File: config.mk
export PLATFORM = sky130hd
export DESIGN_NAME = ir_range_frame_parser_flat
export DESIGN_NICKNAME = d
export VERILOG_FILES = /design/src/rtl/ir_rx_pkg.sv /design/src/rtl/ir_range_frame_parser_if.sv /design/src/rtl/ir_persist_filter.sv /design/src/rtl/ir_range_frame_parser.sv /design/src/flat_wrapper.sv
export SDC_FILE = /design/constraint.sdc
export NUM_CORES = 1
export LEC_CHECK = 0
export BUFFER_PORTS_ARGS = -buffer_cell sky130_fd_sc_hd__buf_2
export CAP_MARGIN = 20
export CORE_MARGIN = 10
export CORE_UTILIZATION = 30
export CTS_CLUSTER_DIAMETER = 60
export DETAILED_ROUTE_END_ITERATION = 7
export GPL_ROUTABILITY_DRIVEN = 0
export HOLD_SLACK_MARGIN = 0.1
export PLACE_DENSITY = 0.56
export SETUP_SLACK_MARGIN = 0.2
export SKIP_LAST_GASP = 1
export SLEW_MARGIN = 20
export SYNTH_ARGS = -nofsm -noshare
export SYNTH_HDL_FRONTEND = slang
export SYNTH_SLANG_ARGS = --single-unit
File: constraint.sdc
create_clock -name clk -period 4.3 [get_ports clk]
set_input_delay 1.075 -clock clk [delete_from_list [all_inputs] [get_ports clk]]
set_output_delay 1.075 -clock clk [all_outputs]
set_load 0.005 [all_outputs]
File: src/rtl/ir_rx_pkg.sv
// Shared definitions for the IR rangefinder frame parser: FSM states,
// ASCII digit bounds and flag_tu_ao encodings.
package ir_rx_pkg;

    typedef enum logic [1:0] {
        ST_IDLE   = 2'd0,
        ST_GOT_H0 = 2'd1,
        ST_GOT_H1 = 2'd2,
        ST_DIGITS = 2'd3
    } rx_state_e;

    localparam logic [7:0] ASCII_0 = 8'h30;
    localparam logic [7:0] ASCII_9 = 8'h39;

    localparam logic [1:0] FLAG_BUMP = 2'b10;
    localparam logic [1:0] FLAG_DIP  = 2'b01;
    localparam logic [1:0] FLAG_FLAT = 2'b00;

    function automatic logic is_digit(input logic [7:0] b);
        return (b >= ASCII_0) && (b <= ASCII_9);
    endfunction

endpackage

File: src/rtl/ir_range_frame_parser_if.sv
// Byte-in / distance-out bundle of the IR rangefinder frame parser.
// master: the side feeding UART bytes and consuming results.
// slave : the parser itself.
interface ir_range_frame_parser_if #(
    parameter int DIST_W = 10
) ();

    logic [7:0]        rx_data;
    logic              rx_int;
    logic [DIST_W-1:0] distance;
    logic              dist_valid;
    logic              frame_err;
    logic [1:0]        flag_tu_ao;

    modport master (
        output rx_data,
        output rx_int,
        input  distance,
        input  dist_valid,
        input  frame_err,
        input  flag_tu_ao
    );

    modport slave (
        input  rx_data,
        input  rx_int,
        output distance,
        output dist_valid,
        output frame_err,
        output flag_tu_ao
    );

endinterface

File: src/rtl/ir_persist_filter.sv
// Window compare plus saturating consecutive-hit counter.
// hit reflects the count the register takes at the coming edge, so a
// downstream register sampling hit lines up with the counter update.
module ir_persist_filter #(
    parameter int LO  = 0,
    parameter int HI  = 0,
    parameter int CNT = 1,
    parameter int W   = 10
) (
    input  logic         clk,
    input  logic         rst,
    input  logic         upd,
    input  logic         clr,
    input  logic [W-1:0] value,
    output logic         hit
);

    localparam int              CW    = $clog2(CNT + 1);
    localparam logic [CW-1:0]   CNT_V = CW'(CNT);
    localparam logic [31:0]     LO32  = 32'(LO);
    localparam logic [31:0]     HI32  = 32'(HI);

    logic [31:0]   val32;
    logic          in_win;
    logic [CW-1:0] cnt_p0;
    logic [CW-1:0] cnt_nxt;

    // Window bounds are compared at 32 bits so bounds above 2**W-1 keep their meaning.
    assign val32  = 32'(value);
    assign in_win = (val32 >= LO32) && (val32 <= HI32);

    // Next count: clear wins, a window hit saturates upward, a miss restarts.
    always_comb begin
        cnt_nxt = cnt_p0;
        if (clr) begin
            cnt_nxt = '0;
        end else if (upd) begin
            if (!in_win)
                cnt_nxt = '0;
            else if (cnt_p0 != CNT_V)
                cnt_nxt = cnt_p0 + CW'(1);
        end
    end

    assign hit = (cnt_nxt == CNT_V);

    // Persistence counter register.
    always_ff @(posedge clk) begin
        if (rst)
            cnt_p0 <= '0;
        else
            cnt_p0 <= cnt_nxt;
    end

endmodule

File: src/rtl/ir_range_frame_parser.sv
// IR rangefinder frame parser: turns "<HDR0><HDR1><HDR2><digits>" byte
// streams from uart_rx into a saturated binary distance and a bump/dip/flat
// classification with consecutive-frame persistence.
// Optional feature: define IR_RX_TIMEOUT_EN to abort a frame after
// TIMEOUT_CYC clocks without a byte (also clears the persistence state).
module ir_range_frame_parser
    import ir_rx_pkg::*;
#(
    parameter logic [7:0] HDR0        = 8'h41,
    parameter logic [7:0] HDR1        = 8'h42,
    parameter logic [7:0] HDR2        = 8'h43,
    parameter int         NUM_DIGITS  = 3,
    parameter int         DIST_W      = 10,
    parameter int         DIP_LO      = 60,
    parameter int         DIP_HI      = 70,
    parameter int         BUMP_LO     = 82,
    parameter int         BUMP_HI     = 97,
    parameter int         DIP_CNT     = 4,
    parameter int         BUMP_CNT    = 2,
    parameter int         TIMEOUT_CYC = 500000
) (
    input  logic                    clk,
    input  logic                    rst,
    ir_range_frame_parser_if.slave  bus
);

    localparam int              DCNT_W    = 3;
    localparam logic [DCNT_W-1:0] DCNT_LAST = DCNT_W'(NUM_DIGITS - 1);
    localparam int              WW        = DIST_W + 4;

    logic [1:0]        rx_sync_p0;
    logic              byte_stb;
    logic [7:0]        rx_byte;
    rx_state_e         state_p0;
    logic [DIST_W-1:0] acc_p0;
    logic [DCNT_W-1:0] dcnt_p0;
    logic [DIST_W-1:0] distance_p0;
    logic              vld_p0;
    logic              frame_err_p0;
    logic [1:0]        flag_p0;
    logic              timeout;
    logic              dip_hit;
    logic              bump_hit;

    // acc*10 + digit, clamped to the largest DIST_W value.
    function automatic logic [DIST_W-1:0] acc_step(input logic [DIST_W-1:0] acc,
                                                   input logic [7:0]        b);
        logic [WW-1:0] wide;
        wide = (WW'(acc) * WW'(10)) + WW'(b - ASCII_0);
        if (wide > WW'({DIST_W{1'b1}}))
            return '1;
        else
            return wide[DIST_W-1:0];
    endfunction

    assign rx_byte = bus.rx_data;

    // rx_int edge detector; a byte is taken on the falling edge of the level.
    always_ff @(posedge clk) begin
        if (rst)
            rx_sync_p0 <= 2'b00;
        else
            rx_sync_p0 <= {rx_sync_p0[0], bus.rx_int};
    end

    assign byte_stb = rx_sync_p0[1] & ~rx_sync_p0[0];

`ifdef IR_RX_TIMEOUT_EN
    localparam int              TMR_W    = $clog2(TIMEOUT_CYC + 1);
    localparam logic [TMR_W-1:0] TMR_LAST = TMR_W'(TIMEOUT_CYC - 1);

    logic [TMR_W-1:0] tmr_p0;

    assign timeout = (state_p0 != ST_IDLE) && !byte_stb && (tmr_p0 == TMR_LAST);

    // Inter-byte timer: restarts on every byte, idles at zero outside a frame.
    always_ff @(posedge clk) begin
        if (rst || byte_stb || (state_p0 == ST_IDLE) || timeout)
            tmr_p0 <= '0;
        else
            tmr_p0 <= tmr_p0 + TMR_W'(1);
    end
`else
    // Keeps the timeout parameter referenced when the feature is compiled out.
    logic [31:0] timeout_cyc_unused;
    assign timeout_cyc_unused = 32'(TIMEOUT_CYC);
    assign timeout            = 1'b0;
`endif

    // Frame FSM with registered distance, dist_valid and frame_err.
    always_ff @(posedge clk) begin
        if (rst) begin
            state_p0     <= ST_IDLE;
            acc_p0       <= '0;
            dcnt_p0      <= '0;
            distance_p0  <= '0;
            vld_p0       <= 1'b0;
            frame_err_p0 <= 1'b0;
        end else begin
            vld_p0       <= 1'b0;
            frame_err_p0 <= 1'b0;
            if (timeout) begin
                state_p0     <= ST_IDLE;
                frame_err_p0 <= 1'b1;
            end else if (byte_stb) begin
                case (state_p0)
                    ST_IDLE: begin
                        if (rx_byte == HDR0)
                            state_p0 <= ST_GOT_H0;
                    end
                    ST_GOT_H0: begin
                        if (rx_byte == HDR1)
                            state_p0 <= ST_GOT_H1;
                        else if (rx_byte == HDR0)
                            state_p0 <= ST_GOT_H0;
                        else
                            state_p0 <= ST_IDLE;
                    end
                    ST_GOT_H1: begin
                        if (rx_byte == HDR2) begin
                            state_p0 <= ST_DIGITS;
                            acc_p0   <= '0;
                            dcnt_p0  <= '0;
                        end else if (rx_byte == HDR0) begin
                            state_p0 <= ST_GOT_H0;
                        end else begin
                            state_p0 <= ST_IDLE;
                        end
                    end
                    ST_DIGITS: begin
                        if (is_digit(rx_byte)) begin
                            if (dcnt_p0 == DCNT_LAST) begin
                                distance_p0 <= acc_step(acc_p0, rx_byte);
                                vld_p0      <= 1'b1;
                                state_p0    <= ST_IDLE;
                            end else begin
                                acc_p0  <= acc_step(acc_p0, rx_byte);
                                dcnt_p0 <= dcnt_p0 + DCNT_W'(1);
                            end
                        end else begin
                            frame_err_p0 <= 1'b1;
                            state_p0     <= (rx_byte == HDR0) ? ST_GOT_H0 : ST_IDLE;
                        end
                    end
                    default: state_p0 <= ST_IDLE;
                endcase
            end
        end
    end

    ir_persist_filter #(
        .LO (DIP_LO),
        .HI (DIP_HI),
        .CNT(DIP_CNT),
        .W  (DIST_W)
    ) u_dip (
        .clk  (clk),
        .rst  (rst),
        .upd  (vld_p0),
        .clr  (timeout),
        .value(distance_p0),
        .hit  (dip_hit)
    );

    ir_persist_filter #(
        .LO (BUMP_LO),
        .HI (BUMP_HI),
        .CNT(BUMP_CNT),
        .W  (DIST_W)
    ) u_bump (
        .clk  (clk),
        .rst  (rst),
        .upd  (vld_p0),
        .clr  (timeout),
        .value(distance_p0),
        .hit  (bump_hit)
    );

    // Classification flag, registered alongside the persistence counters; bump wins.
    always_ff @(posedge clk) begin
        if (rst)
            flag_p0 <= FLAG_FLAT;
        else if (bump_hit)
            flag_p0 <= FLAG_BUMP;
        else if (dip_hit)
            flag_p0 <= FLAG_DIP;
        else
            flag_p0 <= FLAG_FLAT;
    end

    assign bus.distance   = distance_p0;
    assign bus.dist_valid = vld_p0;
    assign bus.frame_err  = frame_err_p0;
    assign bus.flag_tu_ao = flag_p0;

endmodule
File: src/flat_wrapper.sv
// flat-port wrapper written by rule: the top's interface ports become plain ports
module ir_range_frame_parser_flat import ir_rx_pkg::*;
#(
    parameter logic [7:0] HDR0        = 8'h41,
    parameter logic [7:0] HDR1        = 8'h42,
    parameter logic [7:0] HDR2        = 8'h43,
    parameter int         NUM_DIGITS  = 3,
    parameter int         DIST_W      = 10,
    parameter int         DIP_LO      = 60,
    parameter int         DIP_HI      = 70,
    parameter int         BUMP_LO     = 82,
    parameter int         BUMP_HI     = 97,
    parameter int         DIP_CNT     = 4,
    parameter int         BUMP_CNT    = 2,
    parameter int         TIMEOUT_CYC = 500000
)
  (clk, rst, bus_rx_data, bus_rx_int, bus_distance, bus_dist_valid, bus_frame_err, bus_flag_tu_ao);
  ir_range_frame_parser_if #(.DIST_W(DIST_W)) bus_i ();
  input  logic clk;
  input  logic rst;
  input wire logic [$bits(bus_i.rx_data)-1:0] bus_rx_data;
  input wire logic [$bits(bus_i.rx_int)-1:0] bus_rx_int;
  output wire logic [$bits(bus_i.distance)-1:0] bus_distance;
  output wire logic [$bits(bus_i.dist_valid)-1:0] bus_dist_valid;
  output wire logic [$bits(bus_i.frame_err)-1:0] bus_frame_err;
  output wire logic [$bits(bus_i.flag_tu_ao)-1:0] bus_flag_tu_ao;
  assign bus_i.rx_data = bus_rx_data;
  assign bus_i.rx_int = bus_rx_int;
  assign bus_distance = bus_i.distance;
  assign bus_dist_valid = bus_i.dist_valid;
  assign bus_frame_err = bus_i.frame_err;
  assign bus_flag_tu_ao = bus_i.flag_tu_ao;
  ir_range_frame_parser #(.HDR0(HDR0), .HDR1(HDR1), .HDR2(HDR2), .NUM_DIGITS(NUM_DIGITS), .DIST_W(DIST_W), .DIP_LO(DIP_LO), .DIP_HI(DIP_HI), .BUMP_LO(BUMP_LO), .BUMP_HI(BUMP_HI), .DIP_CNT(DIP_CNT), .BUMP_CNT(BUMP_CNT), .TIMEOUT_CYC(TIMEOUT_CYC)) u_core (.clk(clk), .rst(rst), .bus(bus_i));
endmodule
# Yosys cells after proc, flatten, opt, wreduce, memory -nomap -nowiden
# Index checks and enable logic that the tools add are counted.
# word_totals
out_inout_bits	14
input_bits	11
elab_cells	82
ff_bits	36
# op_classes
mux	26
order_cmp	7
bitwise_logic	5
multipliers	1
n_addsub	5
n_eq_ne	16
n_reduce_logical	11
# op_table
cell	n
10-bit 2-to-1 mux	4
8-bit by 7-bit == test with 1-bit output (second input constant)	3
10-bit by 7-bit less-or-equal comparator with 1-bit output (second input constant)	2
10-bit case mux with 2 select lines	1
2-bit 2-to-1 mux	9
3-bit 2-to-1 mux	6
14-bit adder	1
14-bit by 10-bit greater-than comparator with 1-bit output (second input constant)	1
10-bit by 3-bit multiplier with 13-bit output (second input constant)	1
10-bit by 6-bit >= comparator with 1-bit output (second input constant)	1
10-bit by 7-bit >= comparator with 1-bit output (second input constant)	1
8-bit by 6-bit subtractor with 9-bit output (second input constant)	1
8-bit by 6-bit >= comparator with 1-bit output (second input constant)	1
8-bit by 6-bit less-or-equal comparator with 1-bit output (second input constant)	1
2-bit case mux with 4 select lines	1
3-bit by 1-bit adder with 3-bit output (second input constant)	2
2-bit == test (second input constant)	3
2-bit by 1-bit inequality test with 1-bit output (second input constant)	3
3-bit inequality test (second input constant)	2
3-bit case mux with 2 select lines	1
5-bit AND reduction	1
1-bit 2-to-1 mux	4
2-bit inequality test (second input constant)	2
1-bit inverter	4
other kinds (13)	15

# Depth between registers and ports, before layout
# Gate-level depths: netlist of the first run.
# logic_depth
depth_word	7
mapped_depth	20
ltp_nobuf	19

# Cells and area by module
# From an unflattened synthesis of the first run, not the netlist that was laid out.
# unflattened
cells_unflattened	327
area_unflattened_um2	2906.5
# by_module_without_submodules
module	seq_area_each_um2	instances	cells_each	area_per_inst_um2
ir_range_frame_parser	620.6	1	283	2472.4
ir_persist_filter at u_core.u_dip	60.1	1	27	251.5
ir_persist_filter at u_core.u_bump	40.0	1	17	182.7

# Worst setup path after synthesis of the first run
# OpenSTA, ideal clock, no wires.
# synth_timing
path_type	input -> register
start	input port bus_rx_data[4]
end	register u_core.acc_p0[0]
path_slack_ps	152
arrival_time_ps	4024
setup_time_ps	124
path_stages	11
t_required_ps	4176
path_buffers	1
path_cell_list	ha_1 -> nor3_1 -> ha_1 -> and2_1 -> clkbuf_1 -> a221o_1 -> a221oi_1 -> o21ai_0 -> a2111oi_4 -> nor2_2 -> a2111o_1
# synth_via
elab_chain_cells	7
word_cells_on_any_way	14
classes_between	add/sub: 2; order compare: 3; eq/ne: 3; mux: 4; reduce/logical: 2
# synth_lines
element	line	text
from (decl)	flat_wrapper.sv:21	input wire logic [$bits(bus_i.rx_data)-1:0] bus_rx_data;
8-bit by 6-bit subtractor with 9-bit output	ir_range_frame_parser.sv:49	wide = (WW'(acc) * WW'(10)) + WW'(b - ASCII_0);
14-bit adder	ir_range_frame_parser.sv:49	
14-bit by 10-bit greater-than comparator with 1-bit output	ir_range_frame_parser.sv:50	if (wide > WW'({DIST_W{1'b1}}))
10-bit 2-to-1 mux	ir_range_frame_parser.sv:50	
10-bit 2-to-1 mux	ir_range_frame_parser.sv:132	if (dcnt_p0 == DCNT_LAST) begin
10-bit 2-to-1 mux	ir_range_frame_parser.sv:131	if (is_digit(rx_byte)) begin
10-bit case mux with 2 select lines	ir_range_frame_parser.sv:106	case (state_p0)
to (signal assigned)	ir_range_frame_parser.sv:137	acc_p0 <= acc_step(acc_p0, rx_byte);
to (decl)	ir_range_frame_parser.sv:35	logic [DIST_W-1:0] acc_p0;
# Several ways; a longest one is shown, not always the timed one. The select of a mux whose other input is x is not followed.
# A chain may end at the register's enable or synchronous reset.

# Final worst setup path of the first run
# layout_timing
start	register u_core.acc_p0[3]
end	register u_core.distance_p0[5] (netlist: u_core.bus.distance[5])
# layout_via
elab_chain_cells	4
# layout_lines
element	line	text
10-bit by 3-bit multiplier with 13-bit output *	ir_range_frame_parser.sv:49	
14-bit adder *	ir_range_frame_parser.sv:49	
14-bit by 10-bit greater-than comparator with 1-bit output	ir_range_frame_parser.sv:50	
10-bit 2-to-1 mux *	ir_range_frame_parser.sv:50	
to (signal assigned)	ir_range_frame_parser.sv:133	distance_p0 <= acc_step(acc_p0, rx_byte);
to (decl)	ir_range_frame_parser.sv:37	logic [DIST_W-1:0] distance_p0;
# Mark *: on every way between the ends. The rest lies on a longest branch, timed or not.

==> reports/metrics.cfg, run 1 <==
[sta]
slew_viol_final=0
worst_pin_slew_ns=0.766
grt_setup_unrepaired=true
period_share_pct=93.0
final.min_clock_period_ns=4.00
finalSetupViolations=0
relSlewSlack_pct=48.9
fmax_mhz=250
finalSetupTns_ns=0
finalHoldViolCount=0
skew_ns=0.00625

[synthesis]
synth_top_area_cell=dfxtp_1
syn-num-nets=362
synth-main-ff-cell=dfxtp_1
synth-compound-area-share_pct=24.7
synth-simple-area-share_pct=19.0
synth-seq-cells=36
synth_edf_count=0
netlist.area_leader.share_pct=26.8
syn_area_sq_um=2690
synth_commonest_cells=dfxtp_1, ha_1, nor2_1
ys.warnings.count=0
synth_cell_type_count=49
syn_inst=313
synth-seq-area-share_pct=26.8
synth_mux_area_share_pct=0.744
synth-adder-area-share_pct=18.2
synthXorXnorAreaFrac_pct=6.51
avgSynthCellArea_sq_um=8.59
synth_top_family_by_area=compound AO/OA/AOI/OAI gates
async_reset_ff_share_pct=0
yosys-top-cells-area=dfxtp_1, ha_1, nor2_1

[power_and_ir_drop]
peakVddDrop_mv=0.107
powerDensity_nw_per_um2=207
p_leak_uw=0.00157

[floorplan]
ios=25
start_util_pct=30.8
die-width_um=115
core-area_sq_um=8720
die_h_um=115
dieArea_sq_um=13200
fp-row-count=34

[critical_path]
cp-start-kind=flip-flop
endpoint_kind=flip-flop
crit_fanout=5
worstSetupPathType=flip-flop to flip-flop
crit_required_ns=4.49
arrival_ns=4.19

[final_layout]
area.growth.synth_to_final_pct=25.4
seq_area_sq_um=729
fin_cells=465
drive_gt1_share_pct=24.9
antenna_cells=0
fillers=885
utilization_pct=38.7
multiInputGateArea_sq_um=2060
nNetsFinal=405

[route]
vias_per_cell=5.27
dr.first_iter.drc_count=95
dr.pass1.iters=4
wl_mm=6.78
top_layer_used=met4
drc=0
wl_per_cell_um=14.6
ant_nets=0
wl_met2_mm=3.18
drt-met1-wl_mm=3.21
dr_total_vias=2449
wl_met3_um=290

[clocking]
cts_max_level=2
clk_pin_slew_worst_paths_ns=0.07
cts.sinks=36
insertion_delay_ns=0.29
numCtsBuffers=5
holdBufCountCts=0
cts_max_path_buffers=2
cts-root-buf=clkbuf_8
cts_tree=built

[grt]
grt_max_degree=26
grt_overflow=0
gr-usage-all-layers_pct=9.92
grt_pass1_vias=2337
grt_pass1_wl_mm=11.1
antenna_found_initial=0

[place]
place_inst=445
dpl.hpwl_mm=5.23
portBuffers=24

[status]
status=completed

[hold_path]
hold_path.class=flip-flop to flip-flop

[run]
max_cap_violations=0

-- cell type report --
| class | count | area share (%) |
|---|---|---|
| inverter | 19 | 2.11 |
| tap | 108 | 4.00 |
| multi-input combinational | 251 | 61.1 |
| clock inverter | 2 | 1.04 |
| clock buffer | 6 | 2.15 |
| sequential | 36 | 21.6 |
| timing repair buffer | 43 | 8.01 |
-- logic make-up (layout without fill, tap and decap cells) --
kind of cell,after synthesis,in the layout
adder cells (fa/ha/maj),38,38
AO/OA/AOI/OAI,88,88
flip-flops,36,36
buffers and inverters,28,70
AND/OR/NAND/NOR,101,103
XOR/XNOR,20,20
multiplexers,2,2
-- stage by stage --
| stage | cell area (sq um) | power [uW] | setup WS (ns) | hold WS [ns] |
|---|---|---|---|---|
| after floorplan | 2700 | 385 | 0.226 | 0.449 |
| after global placement | 2980 | 408 | 0.0614 | 0.458 |
| after detailed placement | 2980 | 408 | -0.0240 | 0.470 |
| after CTS | 3140 | 700 | 0.217 | 0.481 |
| after global routing | 3370 | 732 | 0.0937 | 0.506 |
| final | 3370 | 700 | 0.299 | 0.477 |
-- power by group --
group,switching (uW),internal [uW]
Combinational,47.4,30.2
Sequential,0.461,333
Clock,116,172
Total,164,536
-- registers in the layout (all words and copies together), names as in the netlist --
register               flops
u_core.dcnt_p0             3
u_core.state_p0            2
u_core.acc_p0             10
u_core.rx_sync_p0          2
u_core.bus.frame_err       1
u_core.bus.flag_tu_ao      2
u_core.bus.dist_valid      1
u_core.u_dip.cnt_p0        3
u_core.u_bump.cnt_p0       2
u_core.bus.distance       10
-- per-layer routing --
layer	vias to the layer above	global-route usage, %
met3	7	2.10
met1	1159	12.6
li1	1240	-
met2	43	16.3
met4	0	3.05
met5	-	0
-- repair_timing --
action	CTS	global route
setup endpoints to repair	20	20
buffers inserted	3	7
resized for setup	7	35
pin swaps	4	35
cloned	1	1
-- worst max-delay path, stage by stage (launching register included) --
cell and delay (ns):
dfxtp_4 0.36, ha_4 0.26, ha_4 0.12, inv_2 0.03, fa_2 0.35, nor2b_1 0.11
o21ai_1 0.07, nand2b_1 0.10, a21o_1 0.12, a21o_1 0.16, xor2_2 0.23, buf_4 0.16
ha_4 0.18, a21o_1 0.18, a221oi_2 0.24, o221ai_1 0.19, xnor2_1 0.27, xnor2_2 0.11
buf_6 0.14, and3b_2 0.25, a221oi_2 0.26
-- final timing paths --
kind	startpoint	to	slack, ns	cells past startpoint
setup / recovery	u_core.acc_p0[3]	u_core.bus.distance[5]	0.30	20
hold reg to reg	u_core.dcnt_p0[0]	u_core.dcnt_p0[0]	0.48	2
setup reg to reg	u_core.acc_p0[3]	u_core.bus.distance[5]	0.30	20
hold / removal	u_core.dcnt_p0[0]	u_core.dcnt_p0[0]	0.48	2
-- layout by cell type, fill, tap and decap left out, types with 13 or more instances in the layout --
master / n
dfxtp_1: 31
nor2_1: 32
a21oi_1: 18
inv_1: 18
nand2_1: 15
buf_4: 17
a21o_1: 13
ha_1: 29
buf_2: 24
Note: power is estimated with default switching activity, not from simulation.
==> run 2, diff against run 1 <==
PLACE_DENSITY = 0.54   (was 0.56)
clock period = 4.9 ns   (was 4.3 ns; I/O delays follow)
==> run 2 against run 1 <==
Compared with the run above: register-to-register slack better by 0.18 ns; global-route usage down 0.062 points; critical path depth down 2; clock power fell by 35%; fmax is 9.6% lower.
==> reports/metrics.cfg, run 2 (synthesis results as in run 1) <==
[clocking]
cts_max_level=2
insertion_delay_ns=0.28
cts-root-buf=clkbuf_8
clk_pin_slew_worst_paths_ns=0.07
cts.sinks=36
cts_max_path_buffers=2
cts_resized=0
holdBufCountCts=0
numCtsBuffers=5
cts_tree=built
post_cts_buffers=0

[power_and_ir_drop]
powerDensity_nw_per_um2=179
p_leak_uw=0.00145
total_power_uw=537
peakVddDrop_mv=0.0748

[route]
wl_mm=6.44
dr.first_iter.drc_count=126
dr_total_vias=2365
drc=0
dr.pass1.iters=4
vias_per_cell=5.34
wl_per_cell_um=14.5
ant_nets=0

[floorplan]
core-area_sq_um=8720
die-width_um=115
dieArea_sq_um=13200
start_util_pct=30.8
die_h_um=115
fp-row-count=34
ios=25

[critical_path]
worstSetupPathType=flip-flop to flip-flop
crit_fanout=10
crit_family=compound AO/OA/AOI/OAI gates
crit_buf_inv=1
cp-start-kind=flip-flop
slowest_stage=fa_1
critical_path.cell_chain=ha_1, ha_1, inv_1, fa_1, nor2b_1, o21ai_0, nand2b_1, a21o_1, a21o_1, xor2_1, ha_1, and2_1, a221o_1, a221oi_1, o21ai_1, a2111oi_4, nor2_2, a2111o_1
critPathMostFrequentCell=ha_1
ff2ff_path_depth=18
arrival_ns=4.58
crit_required_ns=5.06
endpoint_kind=flip-flop
critPathMaxStageDelay_ns=0.39
cp_num_cells=18

[place]
dpl.hpwl_mm=5.15
portBuffers=24
dp_slack_ns=0.416
place_inst=437

[sta]
finalSetupTns_ns=0
fin_ws_ns=0.476
finalSetupViolations=0
whs_ns=0.483
final.min_clock_period_ns=4.42
worst_pin_slew_ns=0.775
skew_ns=0.00594
finalHoldViolCount=0
fmax_mhz=226
period_share_pct=90.3
slew_viol_final=0
relSlewSlack_pct=48.3
grt_setup_unrepaired=false

[grt]
gr-usage-all-layers_pct=9.86
grt_pass1_vias=2301
grt_pass1_wl_mm=10.8
grt_max_degree=26
grt_overflow=0
antenna_found_initial=0

[final_layout]
antenna_cells=0
nNetsFinal=386
final_cell_mix=ha_1, dfxtp_1, nor2_1
fin_cells=443
area.growth.synth_to_final_pct=11.2
drive_gt1_share_pct=11.0

[hold_path]
hold_path.class=flip-flop to flip-flop
hold_path_depth=2

[run]
max_cap_violations=0

[status]
status=completed

## run 2: cell types whose count changed in the layout (fill, tap and decap cells not counted), moves of 4 or more
cell      before  now
a221oi_2       6    1
dfxtp_2        4    0
a221oi_1       0    5
buf_4         17    1
ha_1          29   36
ha_4           6    0
dfxtp_1       31   36
## run 2: worst paths after layout
kind | slack, ns | startpoint | to
worst min-delay path | 0.48 | u_core.dcnt_p0[0] | u_core.dcnt_p0[0]
worst max register to register | 0.48 | u_core.acc_p0[1] | u_core.acc_p0[7]
worst max-delay path | 0.48 | u_core.acc_p0[1] | u_core.acc_p0[7]
worst min register to register | 0.48 | u_core.dcnt_p0[0] | u_core.dcnt_p0[0]
## run 2: cell type report
class / count / area (sq um)
Fill cell: 917 / 5730
Inverter: 19 / 71.3
Timing Repair Buffer: 26 / 133
Clock buffer: 5 / 68.8
Multi-Input combinational cell: 249 / 1860
Tap cell: 108 / 135
Sequential cell: 36 / 721
## run 2: metrics by stage
stage | instance area (sq um) | util, %
CTS | 2990 | 34.2
finish | 2990 | 34.3
detailed placement | 2920 | 33.4
global placement | 2920 | 33.4
floorplan | 2690 | -
global route | 2990 | 34.3
## run 2: where the power goes
part	total [uW]	leakage, uW	switching (uW)	internal (uW)
logic	55.6	0.00112	35.3	20.3
clock network	187	0.0000359	95.7	91.6
registers	294	0.000290	0.445	293
total	537	0.00145	131	405
## run 2: layer usage
| metal | GRT usage, % | up-vias | wire length, um |
|---|---|---|---|
| met3 | 1.99 | 10 | 249 |
| met2 | 16.9 | 39 | 3220 |
| met1 | 11.9 | 1115 | 2880 |
| met4 | 3.38 | 0 | 93 |
| met5 | 0 | - | 0 |
| li1 | - | 1201 | - |
## run 2: tightest hold or removal path, stage by stage (launching register included)
cell and delay (ns):
dfxtp_1 0.32, nand2_1 0.06, a21oi_1 0.05
